==> src/rtl/mem_port_arbiter_pkg.sv <==
// mem_arb_pkg: shared memop encoding, request and tag types for the memory port arbiter.
package mem_arb_pkg;
  localparam int MAX_ADDR_W = 64;
  localparam int MAX_DATA_W = 64;
  localparam int MAX_MASK_W = MAX_DATA_W / 8;
  localparam int PORT_W = 3;
  typedef enum logic [1:0] {
    OP_NOP     = 2'd0,
    OP_LOAD    = 2'd1,
    OP_STORE   = 2'd2,
    OP_ILLEGAL = 2'd3
  } memop_e;
  typedef struct packed {
    memop_e                op;
    logic [MAX_MASK_W-1:0] mask;
    logic [MAX_ADDR_W-1:0] addr;
    logic [MAX_DATA_W-1:0] data;
  } mem_req_t;
  // load rides along so the exit stage knows whether ram_resp is meaningful
  typedef struct packed {
    logic              valid;
    logic [PORT_W-1:0] port;
    logic              err;
    logic              load;
  } tag_t;
  function automatic logic is_ram_op(memop_e op);
    return op == OP_LOAD || op == OP_STORE;
  endfunction
endpackage

==> src/rtl/mem_port_arbiter_if.sv <==
// mem_port_arbiter_if: requester-side handshake bundle plus RAM-side request/response fields.
interface mem_port_arbiter_if #(
  parameter int NUM_PORTS = 2,
  parameter int ADDR_W    = 64,
  parameter int DATA_W    = 64
);
  localparam int MASK_W = DATA_W / 8;
  logic [NUM_PORTS-1:0]        req_valid;
  logic [NUM_PORTS-1:0]        req_ready;
  logic [2*NUM_PORTS-1:0]      req_op;
  logic [ADDR_W*NUM_PORTS-1:0] req_addr;
  logic [DATA_W*NUM_PORTS-1:0] req_data;
  logic [MASK_W*NUM_PORTS-1:0] req_mask;
  logic [NUM_PORTS-1:0]        resp_valid;
  logic [NUM_PORTS-1:0]        resp_err;
  logic [DATA_W-1:0]           resp_data;
  logic                        ram_enable;
  logic [1:0]                  ram_op;
  logic [ADDR_W-1:0]           ram_addr;
  logic [DATA_W-1:0]           ram_data;
  logic [MASK_W-1:0]           ram_mask;
  logic                        ram_busy;
  logic [DATA_W-1:0]           ram_resp;
  modport master (
    output req_valid, req_op, req_addr, req_data, req_mask, ram_busy, ram_resp,
    input  req_ready, resp_valid, resp_err, resp_data, ram_enable, ram_op, ram_addr, ram_data, ram_mask
  );
  modport slave (
    input  req_valid, req_op, req_addr, req_data, req_mask, ram_busy, ram_resp,
    output req_ready, resp_valid, resp_err, resp_data, ram_enable, ram_op, ram_addr, ram_data, ram_mask
  );
endinterface

==> src/rtl/mem_port_arbiter_rr_arbiter.sv <==
// rr_arbiter: one-hot grant to the first requesting port at or after ptr.
module rr_arbiter #(
  parameter int  N  = 2,
  localparam int PW = N > 1 ? $clog2(N) : 1
) (
  input  logic [N-1:0]  req,
  input  logic [PW-1:0] ptr,
  output logic [N-1:0]  grant
);
  logic [N-1:0] rot, first;
  // rotate so ptr sits at bit 0, take the lowest set bit, rotate back
  always_comb begin
    rot   = N'({req, req} >> ptr);
    first = rot & (~rot + N'(1));
    grant = N'(({first, first} << ptr) >> N);
  end
endmodule

==> src/rtl/mem_port_arbiter.sv <==
// mem_port_arbiter: round-robin N-port front end to a single fixed-latency RAM,
// with zero-cycle issue and a RAM_LAT-deep tag pipe routing responses home.
module mem_port_arbiter
  import mem_arb_pkg::*;
#(
  parameter int NUM_PORTS = 2,
  parameter int ADDR_W    = 64,
  parameter int DATA_W    = 64,
  parameter int RAM_LAT   = 1
) (
  input logic               clk,
  input logic               rst_n,
  mem_port_arbiter_if.slave bus
);
  localparam int MASK_W = DATA_W / 8;
  localparam int PTR_W  = NUM_PORTS > 1 ? $clog2(NUM_PORTS) : 1;
  logic [PTR_W-1:0]     ptr_q, ptr_d, gidx;
  logic [NUM_PORTS-1:0] grant, ready;
  logic                 accept;
  mem_req_t             sel;
  tag_t                 tag_q [RAM_LAT];
  tag_t                 tag_d [RAM_LAT];
  tag_t                 tag_out;

  rr_arbiter #(.N(NUM_PORTS)) u_rr (
    .req  (bus.req_valid),
    .ptr  (ptr_q),
    .grant(grant)
  );

  // ready is held low during reset so nothing is accepted while state is cleared
  assign ready         = grant & {NUM_PORTS{~bus.ram_busy & rst_n}};
  assign accept        = |ready;
  assign bus.req_ready = ready;

  always_comb begin
    gidx = '0;
    for (int i = 0; i < NUM_PORTS; i++) if (grant[i]) gidx = PTR_W'(i);
  end

  always_comb begin
    sel.op   = memop_e'(bus.req_op[int'(gidx)*2 +: 2]);
    sel.mask = MAX_MASK_W'(bus.req_mask[int'(gidx)*MASK_W +: MASK_W]);
    sel.addr = MAX_ADDR_W'(bus.req_addr[int'(gidx)*ADDR_W +: ADDR_W]);
    sel.data = MAX_DATA_W'(bus.req_data[int'(gidx)*DATA_W +: DATA_W]);
  end

  assign bus.ram_enable = accept & is_ram_op(sel.op);
  assign bus.ram_op     = sel.op;
  assign bus.ram_addr   = sel.addr[ADDR_W-1:0];
  assign bus.ram_data   = sel.data[DATA_W-1:0];
  assign bus.ram_mask   = sel.mask[MASK_W-1:0];

  always_comb begin
    ptr_d = !accept ? ptr_q : (int'(gidx) == NUM_PORTS - 1) ? '0 : gidx + PTR_W'(1);
    tag_d[0].valid = accept;
    tag_d[0].port  = PORT_W'(gidx);
    tag_d[0].err   = accept && sel.op == OP_ILLEGAL;
    tag_d[0].load  = accept && sel.op == OP_LOAD;
    for (int i = 1; i < RAM_LAT; i++) tag_d[i] = tag_q[i-1];
  end

  always_ff @(posedge clk or negedge rst_n) begin
    if (!rst_n) begin
      ptr_q <= '0;
      for (int i = 0; i < RAM_LAT; i++) tag_q[i] <= '0;
    end else begin
      ptr_q <= ptr_d;
      tag_q <= tag_d;
    end
  end

  assign tag_out        = tag_q[RAM_LAT-1];
  assign bus.resp_valid = NUM_PORTS'(tag_out.valid) << tag_out.port;
  assign bus.resp_err   = NUM_PORTS'(tag_out.valid & tag_out.err) << tag_out.port;
  assign bus.resp_data  = (tag_out.valid & tag_out.load) ? bus.ram_resp : '0;
endmodule

==> src/flat_wrapper.sv <==
// flat-port wrapper written by rule: the top's interface ports become plain ports
module mem_port_arbiter_flat import mem_arb_pkg::*;
#(
  parameter int NUM_PORTS = 2,
  parameter int ADDR_W    = 64,
  parameter int DATA_W    = 64,
  parameter int RAM_LAT   = 1
)
  (clk, rst_n, bus_req_valid, bus_req_op, bus_req_addr, bus_req_data, bus_req_mask, bus_ram_busy, bus_ram_resp, bus_req_ready, bus_resp_valid, bus_resp_err, bus_resp_data, bus_ram_enable, bus_ram_op, bus_ram_addr, bus_ram_data, bus_ram_mask);
  mem_port_arbiter_if #(.NUM_PORTS(NUM_PORTS), .ADDR_W(ADDR_W), .DATA_W(DATA_W)) bus_i ();
  input logic clk;
  input logic rst_n;
  input wire logic [$bits(bus_i.req_valid)-1:0] bus_req_valid;
  input wire logic [$bits(bus_i.req_op)-1:0] bus_req_op;
  input wire logic [$bits(bus_i.req_addr)-1:0] bus_req_addr;
  input wire logic [$bits(bus_i.req_data)-1:0] bus_req_data;
  input wire logic [$bits(bus_i.req_mask)-1:0] bus_req_mask;
  input wire logic [$bits(bus_i.ram_busy)-1:0] bus_ram_busy;
  input wire logic [$bits(bus_i.ram_resp)-1:0] bus_ram_resp;
  output wire logic [$bits(bus_i.req_ready)-1:0] bus_req_ready;
  output wire logic [$bits(bus_i.resp_valid)-1:0] bus_resp_valid;
  output wire logic [$bits(bus_i.resp_err)-1:0] bus_resp_err;
  output wire logic [$bits(bus_i.resp_data)-1:0] bus_resp_data;
  output wire logic [$bits(bus_i.ram_enable)-1:0] bus_ram_enable;
  output wire logic [$bits(bus_i.ram_op)-1:0] bus_ram_op;
  output wire logic [$bits(bus_i.ram_addr)-1:0] bus_ram_addr;
  output wire logic [$bits(bus_i.ram_data)-1:0] bus_ram_data;
  output wire logic [$bits(bus_i.ram_mask)-1:0] bus_ram_mask;
  assign bus_i.req_valid = bus_req_valid;
  assign bus_i.req_op = bus_req_op;
  assign bus_i.req_addr = bus_req_addr;
  assign bus_i.req_data = bus_req_data;
  assign bus_i.req_mask = bus_req_mask;
  assign bus_i.ram_busy = bus_ram_busy;
  assign bus_i.ram_resp = bus_ram_resp;
  assign bus_req_ready = bus_i.req_ready;
  assign bus_resp_valid = bus_i.resp_valid;
  assign bus_resp_err = bus_i.resp_err;
  assign bus_resp_data = bus_i.resp_data;
  assign bus_ram_enable = bus_i.ram_enable;
  assign bus_ram_op = bus_i.ram_op;
  assign bus_ram_addr = bus_i.ram_addr;
  assign bus_ram_data = bus_i.ram_data;
  assign bus_ram_mask = bus_i.ram_mask;
  mem_port_arbiter #(.NUM_PORTS(NUM_PORTS), .ADDR_W(ADDR_W), .DATA_W(DATA_W), .RAM_LAT(RAM_LAT)) u_core (.clk(clk), .rst_n(rst_n), .bus(bus_i));
endmodule
==> config.mk <==
export PLATFORM = sky130hd
export DESIGN_NAME = mem_port_arbiter_flat
export DESIGN_NICKNAME = d
export VERILOG_FILES = /design/src/rtl/mem_port_arbiter_pkg.sv /design/src/rtl/mem_port_arbiter_if.sv /design/src/rtl/mem_port_arbiter_rr_arbiter.sv /design/src/rtl/mem_port_arbiter.sv /design/src/flat_wrapper.sv
export SDC_FILE = /design/constraint.sdc
export NUM_CORES = 1
export LEC_CHECK = 0
export CAP_MARGIN = 20
export CORE_AREA = 5 5 213 215
export CTS_CLUSTER_DIAMETER = 40
export DETAILED_ROUTE_END_ITERATION = 10
export DIE_AREA = 0 0 218 220
export GPL_TIMING_DRIVEN = 0
export SETUP_SLACK_MARGIN = 0.02
export SYNTH_ARGS = -nofsm -noshare
export SYNTH_HDL_FRONTEND = slang
export SYNTH_SLANG_ARGS = --single-unit
export TNS_END_PERCENT = 50
==> constraint.sdc <==
create_clock -name clk -period 1.5 [get_ports clk]
set_input_delay 0.3 -clock clk [delete_from_list [all_inputs] [get_ports clk]]
set_output_delay 0.3 -clock clk [all_outputs]
set_load 0.01 [all_outputs]
== Yosys cells after proc, flatten, opt, wreduce, memory -nomap -nowiden ==
Index checks and enable logic that the tools add are counted.

* Bitwise operators: 8
* $add $sub $neg: 2
* Mux-type cells: 3
* Reduce and logical (&&, ||, !) cells: 4
* Equality and inequality tests: 3
* Shift operators: 8

{| class="wikitable"
|+ Operators by type and width
! kind !! count
|-
| variable part select 128 x 8 -> 64 bit || 2
|-
| two-way mux 64 bit || 1
|-
| variable part select 16 x 5 -> 8 bit || 1
|-
| AND 1 bit || 4
|-
| AND 2 bit || 2
|-
| equality test 2 bit (second input constant) || 2
|-
| variable part select 4 x 3 -> 2 bit || 1
|-
| left shift 4 x 1 -> 4 bit || 1
|-
| right shift 4 x 1 -> 2 bit || 1
|-
| adder 2 x 1 -> 2 bit (second input constant) || 1
|-
| equality test 2 x 1 -> 1 bit (second input constant) || 1
|-
| logical AND 1 bit || 2
|-
| two-way mux 1 bit || 2
|-
| inverter 2 bit || 1
|-
| OR reduction 2 bit || 1
|-
| left shift 1 x 1 -> 2 bit || 1
|-
| left shift 2 x 1 -> 2 bit || 1
|-
| adder 1 bit (second input constant) || 1
|-
| logical OR 1 bit || 1
|-
| inverter 1 bit || 1
|}

* Word-level logic and storage cells: 33
* Output and inout bits: 209
* Bits in registers: 5
* Input port bits: 345

== Depth between registers and ports, before layout ==
* Depth after elaboration: 10
* Depth in mapped cells: 5
* Mapped depth without buffers: 3

== Modules after synthesis ==
A second synthesis with hierarchy kept.

* Cells, all modules: 257
* Area, all modules: 2905.3 µm²

{| class="wikitable"
|+ Modules (own cells, without submodules)
! module !! cells an instance !! times used !! area an instance (µm²) !! seq. area each (µm²)
|-
| mem_port_arbiter || 254 || 1 || 2886.5 || 125.1
|-
| rr_arbiter || 3 || 1 || 18.8 || 0.0
|}

== Worst setup path after synthesis ==
OpenSTA, ideal clock, no wires.

* Path kind: reg-to-output
* From: reg u_core.ptr_q
* To: out bus_ram_addr[0]
* Data arrival time: 1339 ps
* Required time: 1200 ps
* Setup slack: -139 ps
* Buffers on the path: 2
* Cell stages (with the launch flop): 6
* Cells stage by stage: dfrtp_1 -> nand2b_2 -> nand2_2 -> buf_6 -> buf_6 -> mux2_4

* Longest elaborated chain between the ends: 7

{| class="wikitable"
|+ Ends and longest elaborated chain
! item !! RTL line !! RTL
|-
| start: declaration || mem_port_arbiter.sv:17 || <nowiki>logic [PTR_W-1:0] ptr_q, ptr_d, gidx;</nowiki>
|-
| start signal: assignment || mem_port_arbiter.sv:68 || <nowiki>ptr_q <= ptr_d;</nowiki>
|-
| right shift 4 x 1 -> 2 bit || mem_port_arbiter_rr_arbiter.sv:13 || <nowiki>rot = N'({req, req} >> ptr);</nowiki>
|-
| inverter 2 bit || mem_port_arbiter_rr_arbiter.sv:14 || <nowiki>first = rot & (~rot + N'(1));</nowiki>
|-
| adder 2 x 1 -> 2 bit || mem_port_arbiter_rr_arbiter.sv:14 ||
|-
| AND 2 bit || mem_port_arbiter_rr_arbiter.sv:14 ||
|-
| left shift 4 x 1 -> 4 bit * || mem_port_arbiter_rr_arbiter.sv:15 || <nowiki>grant = N'(({first, first} << ptr) >> N);</nowiki>
|-
| two-way mux 1 bit * || mem_port_arbiter.sv:38 || <nowiki>for (int i = 0; i < NUM_PORTS; i++) if (grant[i]) gidx = PTR_W'(i);</nowiki>
|-
| variable part select 128 x 8 -> 64 bit * || mem_port_arbiter.sv:44 || <nowiki>sel.addr = MAX_ADDR_W'(bus.req_addr[int'(gidx)*ADDR_W +: ADDR_W]);</nowiki>
|-
| end: declaration || flat_wrapper.sv:26 || <nowiki>output wire logic [$bits(bus_i.ram_addr)-1:0] bus_ram_addr;</nowiki>
|}

Every way passes the cells marked *; elsewhere a longest branch is shown, timed or not.

== Final worst setup path ==
* From: reg u_core.ptr_q
* To: out bus_ram_addr[21]

The elaborated chain is that of the path after synthesis.

==> results.toml <==
[power]
p_leak_nw = 4.757
p_switching_w = 0.001295
power_frac_seq = 0.037
powerDensity_nw_per_um2 = 432.2
combPwrFrac = 0.861
swShare = 0.3008
p_clk_frac = 0.101
total_power_w = 0.004306
peakVddDrop_mv = 0.2167
p_int_w = 0.003011

[timing]
timing.slew.headroom = 0.7081
fin_crit_sh = 1.425
finalSetupViolCount = 185
hold_viol_final = 0
fin_hold_ws_ns = 0.008368
setup_ws_ns = -0.6377
worst_pin_slew_ns = 0.4349
fin_crit_ns = 2.138
max_freq_mhz = 467.8
rsz0062_at_grt = "yes"
slew_violations = 0
clock_skew_ns = 0.0004005

[clock_network]
root_buffer = "clkbuf_16"
holdBufCountCts = 0
cts.sinks = 5
insertion_delay_ns = 0.23
cts.htree.levels = 1
clockBufferDepth = 2
cts_tree = "built"
cts_buffers = 3
path_clk_slew_ns = 0.03

[yosys]
synthSimpleGateAreaFrac = 0.1740
synthDistinctLibCells = 24
avgSynthCellArea_um2 = 10.60
seq_area_frac_synth = 0.04439
syn_nets = 611
synthesis.area_um2 = 2819
synthXorXnorAreaFrac = 0.006214
ys_ff_latch = 5
synth_adder_area_share = 0
synth-compound-area-share = 0.01820
yosysWarnings = 0
synthMuxAreaShare = 0.6818
synth_top_family_by_area = "multiplexers"
netlist_instances = 266

[drt]
first_pass_iters = 4
ant_nets = 0
wl_um = 23140
post_drt_wl_per_cell_um = 15.73
drt-vias-per-instance = 3.175
drt_iter0_drc = 86
routed-via-count = 4670
drcViolationCount = 0

[worst_setup_path]
crit_arrival_ns = 1.84
cp.required_ns = 1.20
start_kind = "register"
crit-reg2reg-launch = "u_core.ptr_q"
cp-end-kind = "output port"
critPathLaunch = "u_core.ptr_q"
r2r_cells = 5
crit_type = "reg -> out"
cp_max_fo = 10

[cells_and_area]
seq_area_um2 = 126.4
nets = 1225
fillers = 4795
areaGrowthSynthToFinish_pct = 253.4
n_antenna_cell = 0
multiInputGateArea_um2 = 2580
drive_gt1_frac = 0.4721

[global_route]
grt_use_met1 = 0.09471
antenna_found_initial = 2
grt_max_degree = 11
grt_busiest_layer = "met2"
grt.met2_usage = 0.1511
gr-total-overflow = 0
met3_usage = 0.03050
grt_pass1_wl_um = 30400
grt_pass1_vias = 4916
track_usage = 0.08237

[die]
initial_core_util = 0.06473
dieArea_um2 = 47960
die-width_um = 218
pin_count = 554
dieHeight_um = 220
core_area_um2 = 43550
num_rows = 77

[placement]
hpwl_um = 19470
gp_routability_congestion = 0.8652
port_buffers = 552

[min_path]
hold_path_class = "in -> async"

[flow_run]
cap_violations = 0

[run_status]
violations = "setup timing"
outcome = "finished with violations"
==> synth_stat cells, drive strengths merged <==
cell    instances  share of area
and2            1         0.0022
xor2            1         0.0031
a31oi           1         0.0022
and3           66           0.15
nor2            1         0.0013
mux2          138           0.68
o211ai          1         0.0027
inv             3         0.0040
nor2b           4         0.0089
buf            16          0.053
dfrtp           5          0.044
o21ai           2         0.0036
nand2b          1         0.0031
nand4           1         0.0022
a211oi          1         0.0027
nor3            1         0.0018
clkbuf         14          0.019
a21oi           4         0.0071
xnor2           1         0.0031
nand2           3         0.0049
nand4b          1         0.0031
==> through the flow <==
step	TNS (ns)	std cells	util	worst slack (ns)	instance area, um^2
after floorplan	-6.092	266	-	-0.06382	2920
after global placement	-193.50	1410	0.2110	-1.364	9186
after detailed placement	-194.82	1410	0.2110	-1.411	9186
after CTS	-124.95	1443	0.2241	-0.7772	9759
after global routing	-89.93	1471	0.2288	-0.7111	9963
final	-78.60	1471	0.2288	-0.6377	9963
==> metal layers <==
| metal | vias to the layer above | part of all wire |
|---|---|---|
| met5 | - | 0.0012 |
| li1 | 2223 | - |
| met1 | 2125 | 0.37 |
| met4 | 4 | 0.0045 |
| met2 | 302 | 0.51 |
| met3 | 16 | 0.11 |
==> placed cells by master (no fill, tap or decap), drive strengths merged <==
cell / count
nor3: 1
clkdlybuf4s50: 356
o211ai: 1
nor2: 1
and2: 1
nor2b: 4
dlymetal6s2s: 13
and3: 66
nand4b: 1
dfrtp: 5
a211oi: 1
a31oi: 1
nand2: 3
nand4: 1
clkdlybuf4s15: 7
buf: 186
xor2: 1
o21ai: 2
xnor2: 1
inv: 3
clkbuf: 79
mux2: 138
dlygate4sd2: 2
a21oi: 4
nand2b: 1
==> cells by family after synthesis <==
| logic type | after synthesis |
|---|---|
| AO/OA/AOI/OAI | 9 |
| multiplexers | 138 |
| flip-flops | 5 |
| XOR/XNOR | 2 |
| AND/OR/NAND/NOR | 79 |
| buffers and inverters | 33 |
==> path summary, 6_finish.rpt <==
| kind | endpoint | slack [ns] |
|---|---|---|
| setup / recovery | bus_ram_addr[21] | -0.64 |
| hold / removal | u_core.tag_out[0] | 0.008 |
| setup reg to reg | u_core.tag_out[0] | 0.21 |
| hold reg to reg | u_core.ptr_q | 0.71 |
| max in group asynchronous | u_core.tag_out[5] | 1.28 |
| min in group clk | u_core.ptr_q | 0.48 |
==> registers in the layout, indices dropped and copies added (netlist names) <==
| register | count |
|---|---|
| u_core.ptr_q | 1 |
| u_core.tag_out | 4 |
==> final cells by class <==
type	instances	area share
tap	592	0.07434
timing repair buffer	615	0.6094
multi-input combinational	228	0.2589
sequential	5	0.01268
clock buffer	4	0.007912
inverter	3	0.001130
buffer	24	0.03554
==> worst max-delay path, cell delays in order (launching register included) <==
cell and delay, ns:
dfrtp_1 0.38, nand2b_4 0.18, nand2_8 0.11, buf_12 0.15, buf_6 0.19, mux2_4 0.31
dlygate4sd2_1 0.28
==> power groups by stage <==
| stage | sequential, W | clock [W] | combinational [W] |
|---|---|---|---|
| after floorplan | 0.000160 | 0 | 0.00128 |
| after global routing | 0.000163 | 0.000452 | 0.00391 |
| final | 0.000160 | 0.000436 | 0.00371 |
| after detailed placement | 0.000164 | 0 | 0.00319 |
| after global placement | 0.000163 | 0 | 0.00317 |
| after CTS | 0.000160 | 0.000443 | 0.00351 |
==> repair_timing <==
item	4_1_cts	5_1_grt
hold endpoints to repair	0	0
gates resized for setup	477	340
setup endpoints to repair	213	209
pin swaps	2	1
gates cloned	4	4
buffers inserted	28	29
No activity file was read; power rests on OpenSTA's default activity.
